**config.mk**
```make
export PLATFORM = sky130hd
export DESIGN_NAME = fir_input_sequencer
export DESIGN_NICKNAME = d
export VERILOG_FILES = /design/src/rtl/fir_input_sequencer.sv
export SDC_FILE = /design/constraint.sdc
export NUM_CORES = 1
export LEC_CHECK = 0
export ABC_AREA = 1
export ABC_CLOCK_PERIOD_IN_PS = 2300
export BUFFER_PORTS_ARGS = -buffer_cell sky130_fd_sc_hd__buf_2
export CORE_ASPECT_RATIO = 0.5
export CORE_MARGIN = 1
export CORE_UTILIZATION = 55
export DETAILED_ROUTE_END_ITERATION = 10
export PLACE_DENSITY = 0.88
export SYNTH_ARGS = -nofsm -noshare
export SYNTH_HDL_FRONTEND = slang
export SYNTH_SLANG_ARGS = --single-unit
```
**constraint.sdc**
```tcl
create_clock -name clk -period 2.3 [get_ports clk]
set_clock_uncertainty 0.15 [all_clocks]
set_input_delay 0.345 -clock clk [delete_from_list [all_inputs] [get_ports clk]]
set_output_delay 0.345 -clock clk [all_outputs]
set_load 0.02 [all_outputs]
```
**src/rtl/fir_input_sequencer.sv**
```systemverilog
// fir_input_sequencer
//
// Sits directly upstream of the FIR controller. Incoming samples are buffered in
// a small FIFO. The block drives the controller's dr (data_ready) and lc (load_coeff)
// handshakes. Coefficient loads take priority over samples. A coefficient load is
// never interleaved with a sample computation.
//
// Ports:
//   clk, n_rst       clock, asynchronous active-low reset
//   sample_valid     upstream push request
//   sample_data      upstream sample
//   sample_ready     FIFO not full (registered flag)
//   new_coeff_set    level: a coefficient set is pending in the register file
//   coeff_index      index of the coefficient currently being loaded
//   coeff_done       one-cycle pulse after the last coefficient load completes
//   modwait          controller busy
//   err              controller error flag (error-idle)
//   data_ready       to controller dr
//   load_coeff       to controller lc
//   sample_out       FIFO head; valid while data_ready=1, otherwise 0
//   fifo_count       entries held (0..DEPTH)
//   overrun          sticky: a push was attempted while the FIFO was full
//   clear_overrun    synchronous clear of overrun (a new overrun in the same cycle wins)
module fir_input_sequencer #(
  parameter int unsigned DATA_W    = 16,
  parameter int unsigned DEPTH     = 4,
  parameter int unsigned NUM_COEFF = 4
) (
  input  logic                         clk,
  input  logic                         n_rst,
  input  logic                         sample_valid,
  input  logic [DATA_W-1:0]            sample_data,
  output logic                         sample_ready,
  input  logic                         new_coeff_set,
  output logic [1:0]                   coeff_index,
  output logic                         coeff_done,
  input  logic                         modwait,
  input  logic                         err,
  output logic                         data_ready,
  output logic                         load_coeff,
  output logic [DATA_W-1:0]            sample_out,
  output logic [$clog2(DEPTH+1)-1:0]   fifo_count,
  output logic                         overrun,
  input  logic                         clear_overrun
);

  localparam int unsigned PtrW = (DEPTH > 1) ? $clog2(DEPTH) : 1;
  localparam int unsigned CntW = $clog2(DEPTH + 1);
  localparam logic [CntW-1:0] CntFull = CntW'(DEPTH);
  localparam logic [1:0]      LastIdx = 2'(NUM_COEFF - 1);

  typedef enum logic [2:0] {
    StIdle,
    StDr1,
    StDr2,
    StSwait,
    StLc,
    StLcwait,
    StCdone
  } state_e;

  state_e state_q, state_d;
  logic [1:0] idx_q, idx_d;

  logic [DATA_W-1:0] mem_q [DEPTH];
  logic [PtrW-1:0]   wr_ptr_q, rd_ptr_q;
  logic [CntW-1:0]   count_q, count_d;
  logic              ready_q;
  logic              overrun_q, overrun_d;

  logic push, drop, pop, ctrl_free;

  // The controller can accept a new dr/lc when it is idle or parked in error-idle.
  assign ctrl_free = !modwait || err;

  // ready_q reflects last cycle's count, so a same-cycle pop never frees a slot
  // for a push into a full FIFO.
  assign push = sample_valid && ready_q;
  assign drop = sample_valid && !ready_q;
  assign pop  = (state_q == StDr2);

  // ---------------------------------------------------------------------------
  // FIFO
  // ---------------------------------------------------------------------------
  always_comb begin
    count_d = count_q;
    unique case ({push, pop})
      2'b10:   count_d = count_q + 1'b1;
      2'b01:   count_d = count_q - 1'b1;
      default: count_d = count_q;
    endcase
  end

  always_comb begin
    overrun_d = overrun_q;
    if (drop) begin
      overrun_d = 1'b1;
    end else if (clear_overrun) begin
      overrun_d = 1'b0;
    end
  end

  always_ff @(posedge clk or negedge n_rst) begin
    if (!n_rst) begin
      wr_ptr_q  <= '0;
      rd_ptr_q  <= '0;
      count_q   <= '0;
      ready_q   <= 1'b1;
      overrun_q <= 1'b0;
    end else begin
      if (push) wr_ptr_q <= wr_ptr_q + 1'b1;
      if (pop)  rd_ptr_q <= rd_ptr_q + 1'b1;
      count_q   <= count_d;
      ready_q   <= (count_d != CntFull);
      overrun_q <= overrun_d;
    end
  end

  // Storage needs no reset: entries are only read between push and pop.
  always_ff @(posedge clk) begin
    if (push) mem_q[wr_ptr_q] <= sample_data;
  end

  // ---------------------------------------------------------------------------
  // Handshake sequencer
  // ---------------------------------------------------------------------------
  always_ff @(posedge clk or negedge n_rst) begin
    if (!n_rst) begin
      state_q <= StIdle;
      idx_q   <= '0;
    end else begin
      state_q <= state_d;
      idx_q   <= idx_d;
    end
  end

  always_comb begin
    state_d = state_q;
    idx_d   = idx_q;
    unique case (state_q)
      StIdle: begin
        if (ctrl_free) begin
          if (new_coeff_set) begin
            state_d = StLc;
          end else if (count_q != '0) begin
            state_d = StDr1;
          end
        end
      end
      // dr is held for two cycles because the controller samples it in both its
      // IDLE and LOADD states.
      StDr1:   state_d = StDr2;
      StDr2:   state_d = StSwait;
      StSwait: begin
        if (ctrl_free) state_d = StIdle;
      end
      StLc:    state_d = StLcwait;
      StLcwait: begin
        if (ctrl_free) begin
          if (idx_q == LastIdx) begin
            state_d = StCdone;
          end else begin
            idx_d   = idx_q + 2'd1;
            state_d = StLc;
          end
        end
      end
      StCdone: begin
        idx_d   = '0;
        state_d = StIdle;
      end
      default: begin
        idx_d   = '0;
        state_d = StIdle;
      end
    endcase
  end

  // ---------------------------------------------------------------------------
  // Outputs (Moore, except the registered sample_ready flag)
  // ---------------------------------------------------------------------------
  assign data_ready   = (state_q == StDr1) || (state_q == StDr2);
  assign load_coeff   = (state_q == StLc);
  assign coeff_done   = (state_q == StCdone);
  assign coeff_index  = idx_q;
  assign sample_out   = data_ready ? mem_q[rd_ptr_q] : '0;
  assign sample_ready = ready_q;
  assign fifo_count   = count_q;
  assign overrun      = overrun_q;

endmodule

```
==> results.md, run 1 <==
- The run finished with clean final reports.
- The worst min-delay path class is input pin to flop.
- The cell area that synthesis handed to floorplanning was 3381 µm².
- The final number of max-transition violations is 0.
- The critical path required time is approximately 2.4 ns.
- The detailed router's first-iteration violation count is 171.
- The multi-input combinational cells in the finished layout cover a total of ~950 µm².
- The clock period minus worst slack is 2.188 ns.
- The global-route wire length before repair is approximately 11 mm.
- The initial antenna violation count is 0.
- For the pin with the worst max-slew slack, the measured transition is 0.3275 ns.
- The largest single stage delay on the critical path is about 0.44 ns.
- The first detailed-routing pass ran for 5 iterations.
- The number of buffers on the longest clock path is 2.
- The count of buffers added on input and output ports is 48.
- The library cell with the largest summed area after synthesis is edfxtp_1.
- The instance count of the mapped netlist is slightly below 300.
- The HPWL after detailed placement is ~4.4 mm.
- For this design, the slowest cell found on the critical path is dfrtp_1.
- The total clock sinks is approximately 80.
- The setup path with the least slack is of type flop to flop.
- The number of distinct library cells after synthesis is 28.
- Of the synthesized area, sequential elements account for 0.6725.
- The post-route DRC violation count is 0.
- The commonest cells after synthesis are nor2_1, edfxtp_1, o21ai_0.
- The buffering stage count on the worst path with inverters included is 3.
- Setup repair after global routing left no endpoint under its margin.
- TritonCTS built the clock tree.
- Synthesis produced a netlist with a net count of 328.
- The congestion estimate from routability-driven global placement came to 0.8484.
- The wire length per cell is approximately 16 µm.
- Fill cells in the final layout number roughly 390.
- The total power density per cell area is 1380 nW/µm².
- The post-detailed-routing wire length is ~6.8 mm.
- The number of global-route vias before repair is approximately 2400.
- The share of layout cells above drive strength 1 is 0.2672.
- Static timing analysis puts the maximum clock frequency at roughly 460 MHz.
- The prevailing post-synth register cell is edfxtp_1.
- The slack of the worst reg-to-reg path is approximately 0.11 ns.
- CTS built an H-tree with a depth of 3.
- The total number of yosys warnings is 0.
- The average instance area after synthesis is roughly 11 µm².
- The clock-pin slew of the registers on the worst-case setup and hold paths is around 0.05 ns.
- The area of the core is 5705 µm².
- The capturing element type of the critical path is a flop.
- The clock network latency to the later pin of the worst-skew pair is around 0.33 ns.
- The tightest hold path in the finished design has a slack of between 0.04 and 0.05 ns.
- The ratio of routed vias to standard cells is around 5.4.
- The register area is ~2300 µm².
- The cell with the most instances after synthesis is nor2_1.
- The relative slew slack is 0.7817.
- The post-route cell area is a little over 4000 µm².
- The all-layer global routing usage is 0.2353.
- Synthesis inferred 78 register bits.
- For this run, asynchronously set or reset flops after synthesis account for 0.1795.
- Broken down by cell family, the worst path's largest delay share belongs to simple AND/OR/NAND/NOR gates.
- STA classifies the critical path startpoint as a flop.
- The final-report hold violation count is 0.
- 0 antenna diodes ended up in the layout.
- The routed layout has 2334 vias.
- The starting density of the core is 0.5925.
- The sum of negative setup slack is 0 ns.
- Data arrives at the worst endpoint at between 2 and 2.5 ns.
- Traced cell by cell, the critical path runs through inv_2 > nand3_1 > inv_1 > ha_1 > inv_1 > fa_1 > or2_2 > nand2_1 > xnor2_1 > nand2_1.
- The share of synthesized area in the top cell type comes to 0.5685.
- The max-cap violation count is 0.
- The number of rows created at floorplan is 19.
- The die height is approximately 57 µm.
- Summed over all layers, the global routing overflow is 0.
- The I/O pin total is a little under 50.
- The full die area is about 6500 µm².
- The post-layout net count is around 390.
- From left edge to right edge, the die measures approximately 110 µm.
- In this run the clock root is driven by a clkbuf_16.
- Along the worst path, the maximum fanout reaches 6.
- In this run the static leakage power is about 1.7 nW.
- The detail route stage leaves a number of antenna-violating nets equal to 0.
- The number of synthesized flops with an enable pin is 64.
- IR analysis of the VDD net gives a maximum drop of around 0.00079 V.
- The placed instances occupy a cell area of 3719 µm².
- Entering global routing, the biggest net connects 35 pins.
- The final setup violation count is 0.
- The overall power after layout is roughly 5.6 mW.
- The number of clock buffers added by TritonCTS is 9.
- The post-synthesis to final-layout area growth is 20.47%.
- After synthesis, the cell types taking the most area are edfxtp_1, dfrtp_1, nor2_1.
- The fraction of the cycle the final worst path needs is 0.9512.
==> stage by stage <==
stage          std cells  utilization  setup slack [ns]
2_1_floorplan        298            -            0.2052
3_3_place_gp         418       0.6518            0.2252
3_5_place_dp         418       0.6518            0.1251
4_1_cts              435       0.7094           0.01960
5_1_grt              436       0.7138           0.01061
6_report             436       0.7138            0.1123
==> repair_timing <==
action / 4_1_cts / 5_1_grt
setup buffers: 0 / 1
hold buffers: 1 / 0
hold endpoints to repair: 13 / 0
endpoints found under the setup margin: 1 / 9
gates resized for setup: 1 / 4
pin swaps: 0 / 1
==> power breakdown <==
group / leakage (nW) / switching (mW) / internal [mW]
combinational: 0.767 / 1.43 / 0.688
clock: 0.142 / 0.522 / 0.945
sequential: 0.756 / 0.160 / 1.88
==> placed cells by master, fill, tap and decap left out, types with 3 or more instances in the layout <==
| master | count |
|---|---|
| dfrtp_1 | 13 |
| o21ai_1 | 5 |
| nand4_1 | 3 |
| clkinvlp_4 | 3 |
| xor2_1 | 3 |
| inv_2 | 4 |
| ha_1 | 6 |
| inv_1 | 18 |
| a21oi_1 | 10 |
| nand2_2 | 3 |
| clkbuf_16 | 9 |
| buf_4 | 9 |
| buf_2 | 48 |
| nand2_1 | 21 |
| o21ai_0 | 31 |
| edfxtp_1 | 64 |
| a21oi_2 | 9 |
| nand3_1 | 3 |
| nor2_1 | 80 |
==> cell type report <==
cell class | count | share of cell area
Clock buffer | 10 | 0.05622
Clock inverter | 6 | 0.02120
Inverter | 24 | 0.02335
Multi-Input combinational cell | 185 | 0.2329
Sequential cell | 78 | 0.5582
Tap cell | 73 | 0.02243
Timing Repair Buffer | 60 | 0.08571
==> sequential cells by signal, summed over array words and instances (netlist names) <==
name,flops
mem_q,64
sample_ready,1
state_q,3
rd_ptr_q,2
wr_ptr_q,2
fifo_count,3
overrun,1
coeff_index,2
==> routing by layer <==
metal  track usage  vias to the layer above  wire [µm]
li1              -                     1128          -
met1        0.2737                     1102       2758
met2        0.4092                       93       3496
met3       0.08395                       11        493
met4       0.09211                        0         95
met5             0                        -          0
==> path summary, 6_finish.rpt <==
kind / startpoint / end / cells past startpoint
max: state_q[2]$_DFFE_PN0P_ / sample_ready$_DFF_PN1_ / 10
min: clear_overrun / overrun$_DFFE_PN0P_ / 2
max reg2reg: state_q[2]$_DFFE_PN0P_ / sample_ready$_DFF_PN1_ / 10
min reg2reg: rd_ptr_q[1]$_DFFE_PN0N_ / rd_ptr_q[1]$_DFFE_PN0N_ / 1
min in group asynchronous: n_rst / rd_ptr_q[0]$_DFFE_PN0N_ / 2
max in group asynchronous: n_rst / sample_ready$_DFF_PN1_ / 2
==> kinds of logic after synthesis <==
family,Yosys count,share of synthesized area
simple gates,117,0.1462
buf+inv,35,0.04700
flops,78,0.6725
compound gates,56,0.09327
xor+xnor,5,0.01296
fa+ha+maj,7,0.02813
(Power assumes the default switching activity.)
==> run 2: changes to the inputs <==
--- a/config.mk
+++ b/config.mk
@@ -13,6 +13,7 @@
 export CORE_UTILIZATION = 55
 export DETAILED_ROUTE_END_ITERATION = 10
 export PLACE_DENSITY = 0.88
+export RECOVER_POWER = 25
 export SYNTH_ARGS = -nofsm -noshare
 export SYNTH_HDL_FRONTEND = slang
 export SYNTH_SLANG_ARGS = --single-unit
==> results.md, run 2 (synthesis gave the netlist of run 1 again) <==
- The run finished with clean final reports.
- The initial antenna violation count was 0 (unchanged).
- The final hold slack is 0.04419 ns (-0.001046 ns).
- The core utilization of the finished layout came to 0.7112 (-0.002632).
- In this run the worst hold path is classified as input pin to flop.
- The largest voltage drop on the vdd net came to 0.0007938 V (+0.19%).
- The detailed router's first-iteration violation count is 193 (+13%).
- The library cells used most frequently in the layout, excluding fill and tap cells, are nor2_1, edfxtp_1, buf_2.
- The ratio of routed vias to standard cells is 5.374 (+0.39%).
- The number of vias after detailed routing was 2343 (+0.39%).
- The critical path launch point type is a flop.
- The sum of negative setup slack is 0 ns (unchanged).
- The clock tree root buffer cell is clkbuf_16.
- The flip-flop count of the largest register after layout came to 64 (unchanged).
- The die height came to 57.44 µm (unchanged).
- The total clock sinks is 78 (unchanged).
- The post-detailed-routing wire length is 6.886 mm (+0.61%).
- The starting density of the core is 0.5925 (unchanged).
- The count of H-tree levels built during CTS is 3 (unchanged).
- The number of buffers created by CTS was 9 (unchanged).
- The global-route wire length before repair came to 11.01 mm (unchanged).
- The relative slew slack came to 0.7828 (+0.001126).
- The transition time at the pin with the least slew margin is 0.3258 ns (-0.001690 ns).
- The leakage power is 1.633 nW (-2.0%).
- mem_q holds more flip-flops than any other register.
- The post-layout net count is 388 (unchanged).
- The number of antenna cells inserted was 0 (unchanged).
- The final number of max-transition violations is 0 (unchanged).
- The final RePlAce weighted congestion came to 0.8484 (unchanged).
- Relative to the synthesized area, the layout overhead comes to 20.02%.
- The number of global-route vias before repair is 2355 (unchanged).
- The global-route congestion overflow total came to 0 (unchanged).
- The number of buffers on the longest clock path is 2 (unchanged).
- The clock network latency to the later pin of the worst-skew pair is 0.33 ns (about the same).
- The largest net degree at the start of global routing came to 35 (unchanged).
- The full die area came to 6484 µm² (unchanged).
- The post-route DRC violation count is 0 (unchanged).
- The horizontal extent of the die is 112.9 µm (unchanged).
- The number of rows created at floorplan came to 19 (unchanged).
- The endpoint arrival time on the critical path is 2.29 ns (about the same).
- The share of layout cells above drive strength 1 was 0.2342 (-0.03306).
- The category of the most critical setup path is flop to flop.
- The critical path required time was 2.40 ns (about the same).
- The clock period minus worst slack is 2.193 ns (+0.004826 ns).
- STA classifies the critical path endpoint as a flop.
- The I/O pin total is 49 (unchanged).
- The placed wire-length estimate is 4.423 mm (unchanged).
- The max-cap violation count is 0 (unchanged).
- The total power density per cell area is 1385 nW/µm² (+0.39%).
- The iteration count of the initial detailed-routing pass is 5 (unchanged).
- The largest fanout on the critical path was 6 (unchanged).
- The highest clock frequency the design can meet was 456.1 MHz (-0.22%).
- The leading cell type in the layout, fill and taps excluded is nor2_1.
- The clock-pin slew of the registers on the worst-case setup and hold paths came to 0.05 ns (about the same).
- The final setup violation count is 0 (unchanged).
- The overall power after layout is 5.619 mW (about the same).
- The final-report hold violation count was 0 (unchanged).
- The TritonCTS clock tree is yes.
- Setup repair after global routing left no endpoint under its margin.
- The all-layer global routing usage is 0.2353 (unchanged).
- The fraction of the cycle the final worst path needs is 0.9533 (+0.002098).
- The wire length per cell is 15.79 µm (+0.61%).
- The remaining number of nets flagged by the antenna check after routing is 0 (unchanged).
- The quantity of I/O buffers inserted on ports is 48 (unchanged).
- The area of the core is 5705 µm² (unchanged).
[run 2: cell count changes in the layout (fill, tap and decap cells not counted), sizes merged]
cell,previous run,this run
clkbuf,10,22
buf,59,47
[run 2: power by group]
part	switching, mW	total, mW	internal (mW)
Sequential	0.160	2.04	1.88
Clock	0.520	1.47	0.945
Combinational	1.43	2.12	0.685
[run 2: path summary, 6_finish.rpt]
path	start	to	slack, ns	cells past startpoint
max in group asynchronous	n_rst	sample_ready$_DFF_PN1_	1.42	2
min reg2reg	rd_ptr_q[1]$_DFFE_PN0N_	rd_ptr_q[1]$_DFFE_PN0N_	0.35	1
min	clear_overrun	overrun$_DFFE_PN0P_	0.04	2
max	state_q[2]$_DFFE_PN0P_	sample_ready$_DFF_PN1_	0.11	10
min in group asynchronous	n_rst	rd_ptr_q[0]$_DFFE_PN0N_	0.29	2
max reg2reg	state_q[2]$_DFFE_PN0P_	sample_ready$_DFF_PN1_	0.11	10
[run 2: metal layers]
layer / up-vias / part of all wire / track usage
li1: 1129 / - / -
met1: 1108 / 0.40 / 0.2737
met2: 93 / 0.51 / 0.4092
met3: 13 / 0.072 / 0.08395
met4: 0 / 0.013 / 0.09211
met5: - / 0 / 0
[run 2: per-stage QoR]
stage          instance area, µm²  setup WS, ns  instances
6_report                     4058        0.1074        436
5_1_grt                      4058       0.01061        436
2_1_floorplan                3381        0.2052        298
4_1_cts                      4048       0.01960        435
3_3_place_gp                 3719        0.2252        418
3_5_place_dp                 3719        0.1251        418
[run 2: timing repair]
item | 4_1_cts | 5_1_grt
hold endpoints to repair | 13 | 0
pin swaps | 0 | 1
gates resized for setup | 1 | 4
setup endpoints to repair | 1 | 9
hold buffers | 1 | 0
gates cloned | 0 | 0
setup buffers | 0 | 1
[run 2: critical path, stage by stage (launching register included)]
cell and delay [ns]:
dfrtp_1 0.44, inv_2 0.09, nand3_1 0.15, inv_1 0.10, ha_1 0.14, inv_1 0.07, fa_1 0.37, or2_2 0.30
nand2_1 0.08, xnor2_1 0.14, nand2_1 0.08
[run 2: layout make-up]
class,count,area (µm²)
Clock inverter,6,86.33
Timing Repair Buffer,60,334.1
Inverter,24,95.09
Clock buffer,10,229.0
Sequential cell,78,2273
Fill cell,397,1648
Multi-Input combinational cell,185,948.4
Tap cell,73,91.34
